**src/rtl/tick_monitor.sv**
```systemverilog
// tick_monitor: checks spacing of the seconds-timer tick,
// flags early/missing ticks, tracks lock and good seconds.
module tick_monitor #(
  parameter int unsigned PERIOD   = 50_000_001,
  parameter int unsigned TOL      = 1000,
  parameter int unsigned CW       = 26,
  parameter int unsigned LOCK_CNT = 3,
  parameter int unsigned SEC_W    = 16
) (
  input  logic             clk,
  input  logic             reset,
  input  logic             tick_in,
  input  logic             clr,
  output logic [CW-1:0]    meas_period,
  output logic             meas_valid,
  output logic             locked,
  output logic             err_early,
  output logic             err_missing,
  output logic [SEC_W-1:0] sec_count
);

  localparam logic [CW-1:0]    LO   = CW'(PERIOD - TOL);
  localparam logic [CW-1:0]    HI   = CW'(PERIOD + TOL);
  localparam logic [CW-1:0]    C1   = CW'(1);
  localparam logic [SEC_W-1:0] S1   = SEC_W'(1);
  localparam logic [3:0]       LC   = 4'(LOCK_CNT);

  typedef enum logic {
    WAIT_FIRST,
    MEASURE
  } state_e;

  state_e           state_q, state_d;
  logic [CW-1:0]    cnt_q, cnt_d;
  logic             tick_q;
  logic [3:0]       run_q, run_d;
  logic [3:0]       run_inc;
  logic [CW-1:0]    mp_q, mp_d;
  logic             mv_q, mv_d;
  logic             lk_q, lk_d;
  logic             ee_q, ee_d;
  logic             em_q, em_d;
  logic [SEC_W-1:0] sec_q, sec_d;
  logic             tick_edge;

  assign tick_edge = tick_in & ~tick_q;
  assign run_inc   = (run_q >= LC) ? LC : run_q + 4'd1;

  // Next-state: interval measurement, lock tracking, sticky errors
  always_comb begin
    state_d = state_q;
    cnt_d   = cnt_q;
    run_d   = run_q;
    mp_d    = mp_q;
    mv_d    = 1'b0;
    lk_d    = lk_q;
    ee_d    = ee_q & ~clr;
    em_d    = em_q & ~clr;
    sec_d   = sec_q;
    unique case (state_q)
      WAIT_FIRST: begin
        cnt_d = '0;
        if (tick_edge) begin
          state_d = MEASURE;
          cnt_d   = C1;
        end
      end
      MEASURE: begin
        if (tick_edge) begin
          mp_d  = cnt_q;
          mv_d  = 1'b1;
          cnt_d = C1;
          if (cnt_q < LO) begin
            ee_d  = 1'b1;
            run_d = '0;
            lk_d  = 1'b0;
          end else begin
            sec_d = sec_q + S1;
            run_d = run_inc;
            if (run_inc == LC) lk_d = 1'b1;
          end
        end else if (cnt_q == HI) begin
          em_d    = 1'b1;
          lk_d    = 1'b0;
          run_d   = '0;
          cnt_d   = '0;
          state_d = WAIT_FIRST;
        end else begin
          cnt_d = cnt_q + C1;
        end
      end
      default: begin
        state_d = WAIT_FIRST;
        cnt_d   = '0;
      end
    endcase
  end

  // State and output registers
  always_ff @(posedge clk or negedge reset) begin
    if (!reset) begin
      state_q <= WAIT_FIRST;
      cnt_q   <= '0;
      tick_q  <= 1'b0;
      run_q   <= '0;
      mp_q    <= '0;
      mv_q    <= 1'b0;
      lk_q    <= 1'b0;
      ee_q    <= 1'b0;
      em_q    <= 1'b0;
      sec_q   <= '0;
    end else begin
      state_q <= state_d;
      cnt_q   <= cnt_d;
      tick_q  <= tick_in;
      run_q   <= run_d;
      mp_q    <= mp_d;
      mv_q    <= mv_d;
      lk_q    <= lk_d;
      ee_q    <= ee_d;
      em_q    <= em_d;
      sec_q   <= sec_d;
    end
  end

  assign meas_period = mp_q;
  assign meas_valid  = mv_q;
  assign locked      = lk_q;
  assign err_early   = ee_q;
  assign err_missing = em_q;
  assign sec_count   = sec_q;

endmodule

```
**config.mk**
```make
export PLATFORM = sky130hd
export DESIGN_NAME = tick_monitor
export DESIGN_NICKNAME = d
export VERILOG_FILES = /design/src/rtl/tick_monitor.sv
export SDC_FILE = /design/constraint.sdc
export NUM_CORES = 1
export LEC_CHECK = 0
export ABC_AREA = 1
export CORE_MARGIN = 4
export CORE_UTILIZATION = 45
export CTS_BUF_LIST = sky130_fd_sc_hd__clkbuf_4 sky130_fd_sc_hd__clkbuf_8 sky130_fd_sc_hd__clkbuf_16
export CTS_CLUSTER_DIAMETER = 30
export DETAILED_ROUTE_END_ITERATION = 10
export GPL_TIMING_DRIVEN = 0
export PLACE_DENSITY = 0.67
export SLEW_MARGIN = 15
export SYNTH_ARGS = -nofsm -noshare
export SYNTH_HDL_FRONTEND = slang
export SYNTH_SLANG_ARGS = --single-unit
```
**constraint.sdc**
```tcl
create_clock -name clk -period 1.9 [get_ports clk]
set_clock_uncertainty 0.15 [all_clocks]
set_input_delay 0.57 -clock clk [delete_from_list [all_inputs] [get_ports clk]]
set_output_delay 0.57 -clock clk [all_outputs]
set_load 0.05 [all_outputs]
```
Yosys cells after proc, flatten, opt, wreduce, memory -nomap -nowiden
Index checks and enable logic that the tools add are counted.
{"block": "totals", "reg_bits": 78, "inputBits": 4, "wordCells": 53, "output_inout_bits": 46}
{"block": "classes", "magnitude_cmp": 2, "muxes": 23, "eq_ne": 3, "n_reduce_logical": 5, "n_addsub": 3, "bitwise_logic": 7}
{"operator": "26-bit two-way mux", "n": 2}
{"operator": "26-bit case mux with 2 select lines", "n": 1}
{"operator": "26-bit by 1-bit adder with 26-bit output (second input constant)", "n": 1}
{"operator": "26-bit equality test (second input constant)", "n": 1}
{"operator": "26-bit less-than comparator (second input constant)", "n": 1}
{"operator": "16-bit by 1-bit adder with 16-bit output (second input constant)", "n": 1}
{"operator": "4-bit two-way mux", "n": 4}
{"operator": "1-bit two-way mux", "n": 15}
{"operator": "3-bit AND reduction", "n": 2}
{"operator": "4-bit by 1-bit adder with 4-bit output (second input constant)", "n": 1}
{"operator": "4-bit by 2-bit equality test with 1-bit output (second input constant)", "n": 1}
{"operator": "4-bit by 2-bit greater-or-equal comparator with 1-bit output (second input constant)", "n": 1}
{"operator": "1-bit inverter", "n": 4}
{"operator": "2-bit AND reduction", "n": 2}
{"operator": "1-bit bitwise AND", "n": 3}
{"operator": "3-bit by 1-bit != test with 1-bit output (second input constant)", "n": 1}
{"operator": "1-bit case mux with 2 select lines", "n": 1}
{"operator": "2-bit nonzero test", "n": 1}

Logic depth before layout (Yosys ltp)
{"block": "logic_depth", "ltp_word": 6, "depth_mapped": 11, "mapped_depth_nobuf": 11}

Worst setup path after synthesis
OpenSTA, ideal clock, no wires.
{"block": "synth_timing", "kind": "register to register", "from": "register sec_q[0], in the netlist sec_count[0]", "to": "register sec_q[12], in the netlist sec_count[12]", "required_ps": 1630, "t_arrival_ps": 1571, "slack_ps": 60, "stages_incl_launch_ff": 8, "setup_ps": 120, "n_path_buf": 0, "period_less_slack_ps": 1840, "cell_sequence": "dfrtp_1 -> ha_1 -> inv_1 -> nor2_1 -> nand3_1 -> xor2_1 -> nand3_1 -> nand2_1"}
{"block": "synth_via", "elab_chain_len": 1}
{"item": "start: declaration", "line_no": "43", "rtl": "logic [SEC_W-1:0] sec_q, sec_d;"}
{"item": "start signal: assignment", "line_no": "111", "rtl": "sec_q <= '0;"}
{"item": "start signal: assignment", "line_no": "122", "rtl": "sec_q <= sec_d;"}
{"item": "16-bit by 1-bit adder with 16-bit output", "line_no": "78", "rtl": "sec_d = sec_q + S1;"}
Every way passes these cells.
A chain may end at the register's enable or synchronous reset.

Worst setup path after layout
{"block": "layout_timing", "from": "register mp_q[17], in the netlist meas_period[17]", "to": "output meas_period[17]"}
{"item": "start: declaration", "line_no": "38", "rtl": "logic [CW-1:0] mp_q, mp_d;"}
{"item": "start signal: assignment", "line_no": "117", "rtl": "mp_q <= mp_d;"}
{"item": "end: declaration", "line_no": "14", "rtl": "output logic [CW-1:0] meas_period,"}
No word-level cell between the ends.

==> impl_results.md <==
* ANT cells at 0
* Max Cap Viol at 0
* Num CTS Buffers at 9
* Port Buffer Count at 49
* Pre-antenna DRT Iters at 4
* Worst r2r dst: cnt_q[6]
* Top delay family on crit path: flip-flops
* Critical-path maximum fanout at 2
* DIE AREA at roughly 0.011 mm^2
* CP max-delay cell: dfrtp_1
* Comb pwr share at 0.127
* Setup violators final at 0
* Post-Place Cells at around 650
* Hold Crit Class: input pin to asynchronous set/reset pin
* Clock Sinks at a little under 80
* I/O pin cnt at 50
* #FFs+latches synth at 78
* Detail Route Antenna Nets at 0
* Starting DRT DRC Count at approximately 130
* Sequential element share of the synthesized area at 0.482
* Sequential power share at 0.489
* Max Slew Vio Count at 0
* CP required at roughly 1.2 ns
* WL final at approximately 9.6 mm
* FF-to-FF setup slack at around 0.11 ns
* CP Depth at 1
* Clock slew at reported path FFs at roughly 0.080 ns
* Pwr/cell area at between 700 and 800 mW/mm^2
* Net Count, Synth at roughly 500
* Max Clk Rate at between 500 and 600 MHz
* Number of global-route vias before repair at roughly 3,500
* DP Area at ~0.0047 mm^2
* Slew of the pin with the lowest slew margin at around 0.55 ns
* WS Path Type: flip-flop to output pin
* Worst-Skew Late Latency at between 0.3 and 0.4 ns
* Overflow left after global routing at 0
* Worst vdd ir at about 0.33 mV
* Netlist Area Pre-Place at between 0.004 and 0.005 mm^2
* Vias at roughly 3,500
* CP max stage delay at ~0.38 ns
* GP Congestion at about 0.9
* CP endpoint: meas_period[17]
* Area of the core at 0.00872 mm^2
* Die Span X at between 100 and 150 um
* Sw Pwr at around 0.99 mW
* Routed len/inst at between 10 and 15 um
* Total GRT Usage at 0.199
* Synthesis warning total at 0
* Cells after synthesis at about 500
* Row count at 34
* Startpoint Class: flip-flop
* Status: finished, final reports clean
* Critical path arrival at 1.12 ns
* Htree depth at 3
* First-pass GRT wire length at 16.4 mm
* Final instance area at 0.00496 mm^2
* Layout area overhead at 22.5%
* Die Ht at about 100 um
* LEAKAGE at 2.24 nW
* Largest net degree at the start of global routing at 44
* Detail Placement HPWL at just over 7 mm
* Clk pwr share at 0.384
* CTS tree: yes
* R2R Path Start: cnt_q[0]
* CTS Root Buffer Type: clkbuf_8
* R2R cell count at 10
* Crit path buffers/inverters at 1
* Synth cell types at 36
* Final period util at 0.966
* Antenna violations before repair at 0
* Final Hold Fails at 0
* Worst setup EP type: output pin
* Ratio of cells with drive above 1 in the final layout at 0.243
* DRC viols at 0
* Vias per cell at between 5 and 6
* Pint at roughly 2.7 mW
* Sw Share at 0.272
* Final Non-Filler Cells at around 670
* Net count, final at 567
* Slew headroom at 0.631
* Clk buf depth at 2
* CP startpoint: meas_period[17]
* Tmin final at between 1.5 and 2 ns
* Filler cell count at 816
* Initial Utilization at 0.464
* Mean Syn Cell Area at around 8 um^2
* Crit path cell chain: clkdlybuf4s15_2
[final cells by class]
type                    instances  area, um^2  share of cell area
plain buffers                  12         109              0.0219
clock buffers                  11         145              0.0293
clock inverters                 5        82.6              0.0166
inverters                      55         209              0.0421
multi-input cells             349        1840               0.371
flip-flops and latches         78        1950               0.394
well taps                     108         135              0.0272
repair buffers                 53         488              0.0984
[per-stage QoR]
step	setup WS, ns	power, mW	hold WS, ns	TNS (ns)	utilization
finish	0.0640	3.66	0.0504	0	0.569
global route	-0.00718	3.84	0.0746	-0.0126	0.569
CTS	0.00386	3.67	0.0585	0	0.566
detailed placement	-0.577	2.27	0.312	-28.86	0.538
global placement	-2.71	2.26	0.311	-238.34	0.536
floorplan	0.0596	2.10	0.124	0	-
[Yosys cell counts (all sizes together)]
cell type | number | area share
nand4 | 7 | 0.012
xor2 | 9 | 0.019
inv | 55 | 0.051
clkbuf | 5 | 0.0046
nor3 | 18 | 0.026
a21oi | 8 | 0.012
a22oi | 1 | 0.0031
ha | 5 | 0.015
a211oi | 2 | 0.0049
nand3 | 39 | 0.054
nor2 | 62 | 0.070
nor4 | 1 | 0.0015
o21ai | 40 | 0.053
nand2 | 140 | 0.14
nand3b | 1 | 0.0019
a31oi | 5 | 0.0077
buf | 7 | 0.016
dfrtp | 78 | 0.48
o21a | 2 | 0.0037
xnor2 | 8 | 0.017
nor3b | 1 | 0.0019
[what timing repair did]
item,4_1_cts,5_1_grt
setup buffers,0,3
setup endpoints to repair,92,68
hold buffers,0,0
gates cloned,0,0
gates resized for setup,173,38
hold endpoints to repair,0,0
pin swaps,0,3
[worst min path at each step]
stage                         start              end  slack, ns
floorplan                     reset         cnt_q[0]       0.12
global placement    meas_period[22]  meas_period[22]       0.31
detailed placement  meas_period[15]  meas_period[15]       0.31
CTS                           reset           locked       0.06
global route                  reset           tick_q       0.07
finish                        reset         run_q[2]       0.05
[power groups by stage]
stage | combinational, mW | clock, mW | sequential, mW
after floorplan | 0.177 | 0 | 1.92
after global placement | 0.447 | 0 | 1.81
after detailed placement | 0.458 | 0 | 1.81
after CTS | 0.457 | 1.44 | 1.78
after global routing | 0.514 | 1.52 | 1.80
final | 0.467 | 1.41 | 1.79
[placed cells by master (no fill, tap or decap), types with 15 or more instances in the layout]
| cell | n |
|---|---|
| buf_2 | 16 |
| inv_1 | 44 |
| nor3_1 | 15 |
| o21ai_0 | 20 |
| clkdlybuf4s15_2 | 30 |
| o21ai_1 | 16 |
| dfrtp_1 | 77 |
| nand3_1 | 36 |
| nor2_1 | 48 |
| nand2_1 | 124 |
[state kept, by name, indices dropped and copies added (netlist names)]
| register | flops |
|---|---|
| run_q | 4 |
| state_q | 1 |
| err_early | 1 |
| tick_q | 1 |
| meas_valid | 1 |
| sec_count | 16 |
| cnt_q | 26 |
| meas_period | 26 |
| err_missing | 1 |
| locked | 1 |
[logic make-up after synthesis]
group	after synthesis	synth area share
AND/OR/NAND/NOR	269	0.309
flip-flops	78	0.482
buffers and inverters	67	0.0717
AO/OA/AOI/OAI	58	0.0844
XOR/XNOR	17	0.0368
adder cells (fa/ha/maj)	5	0.0155
[routing by layer]
layer	routed length (um)	track usage
met1	4430	0.262
met2	4490	0.325
met3	506	0.0453
met4	166	0.0687
met5	0	0
Power figures use the tool's default switching activity.
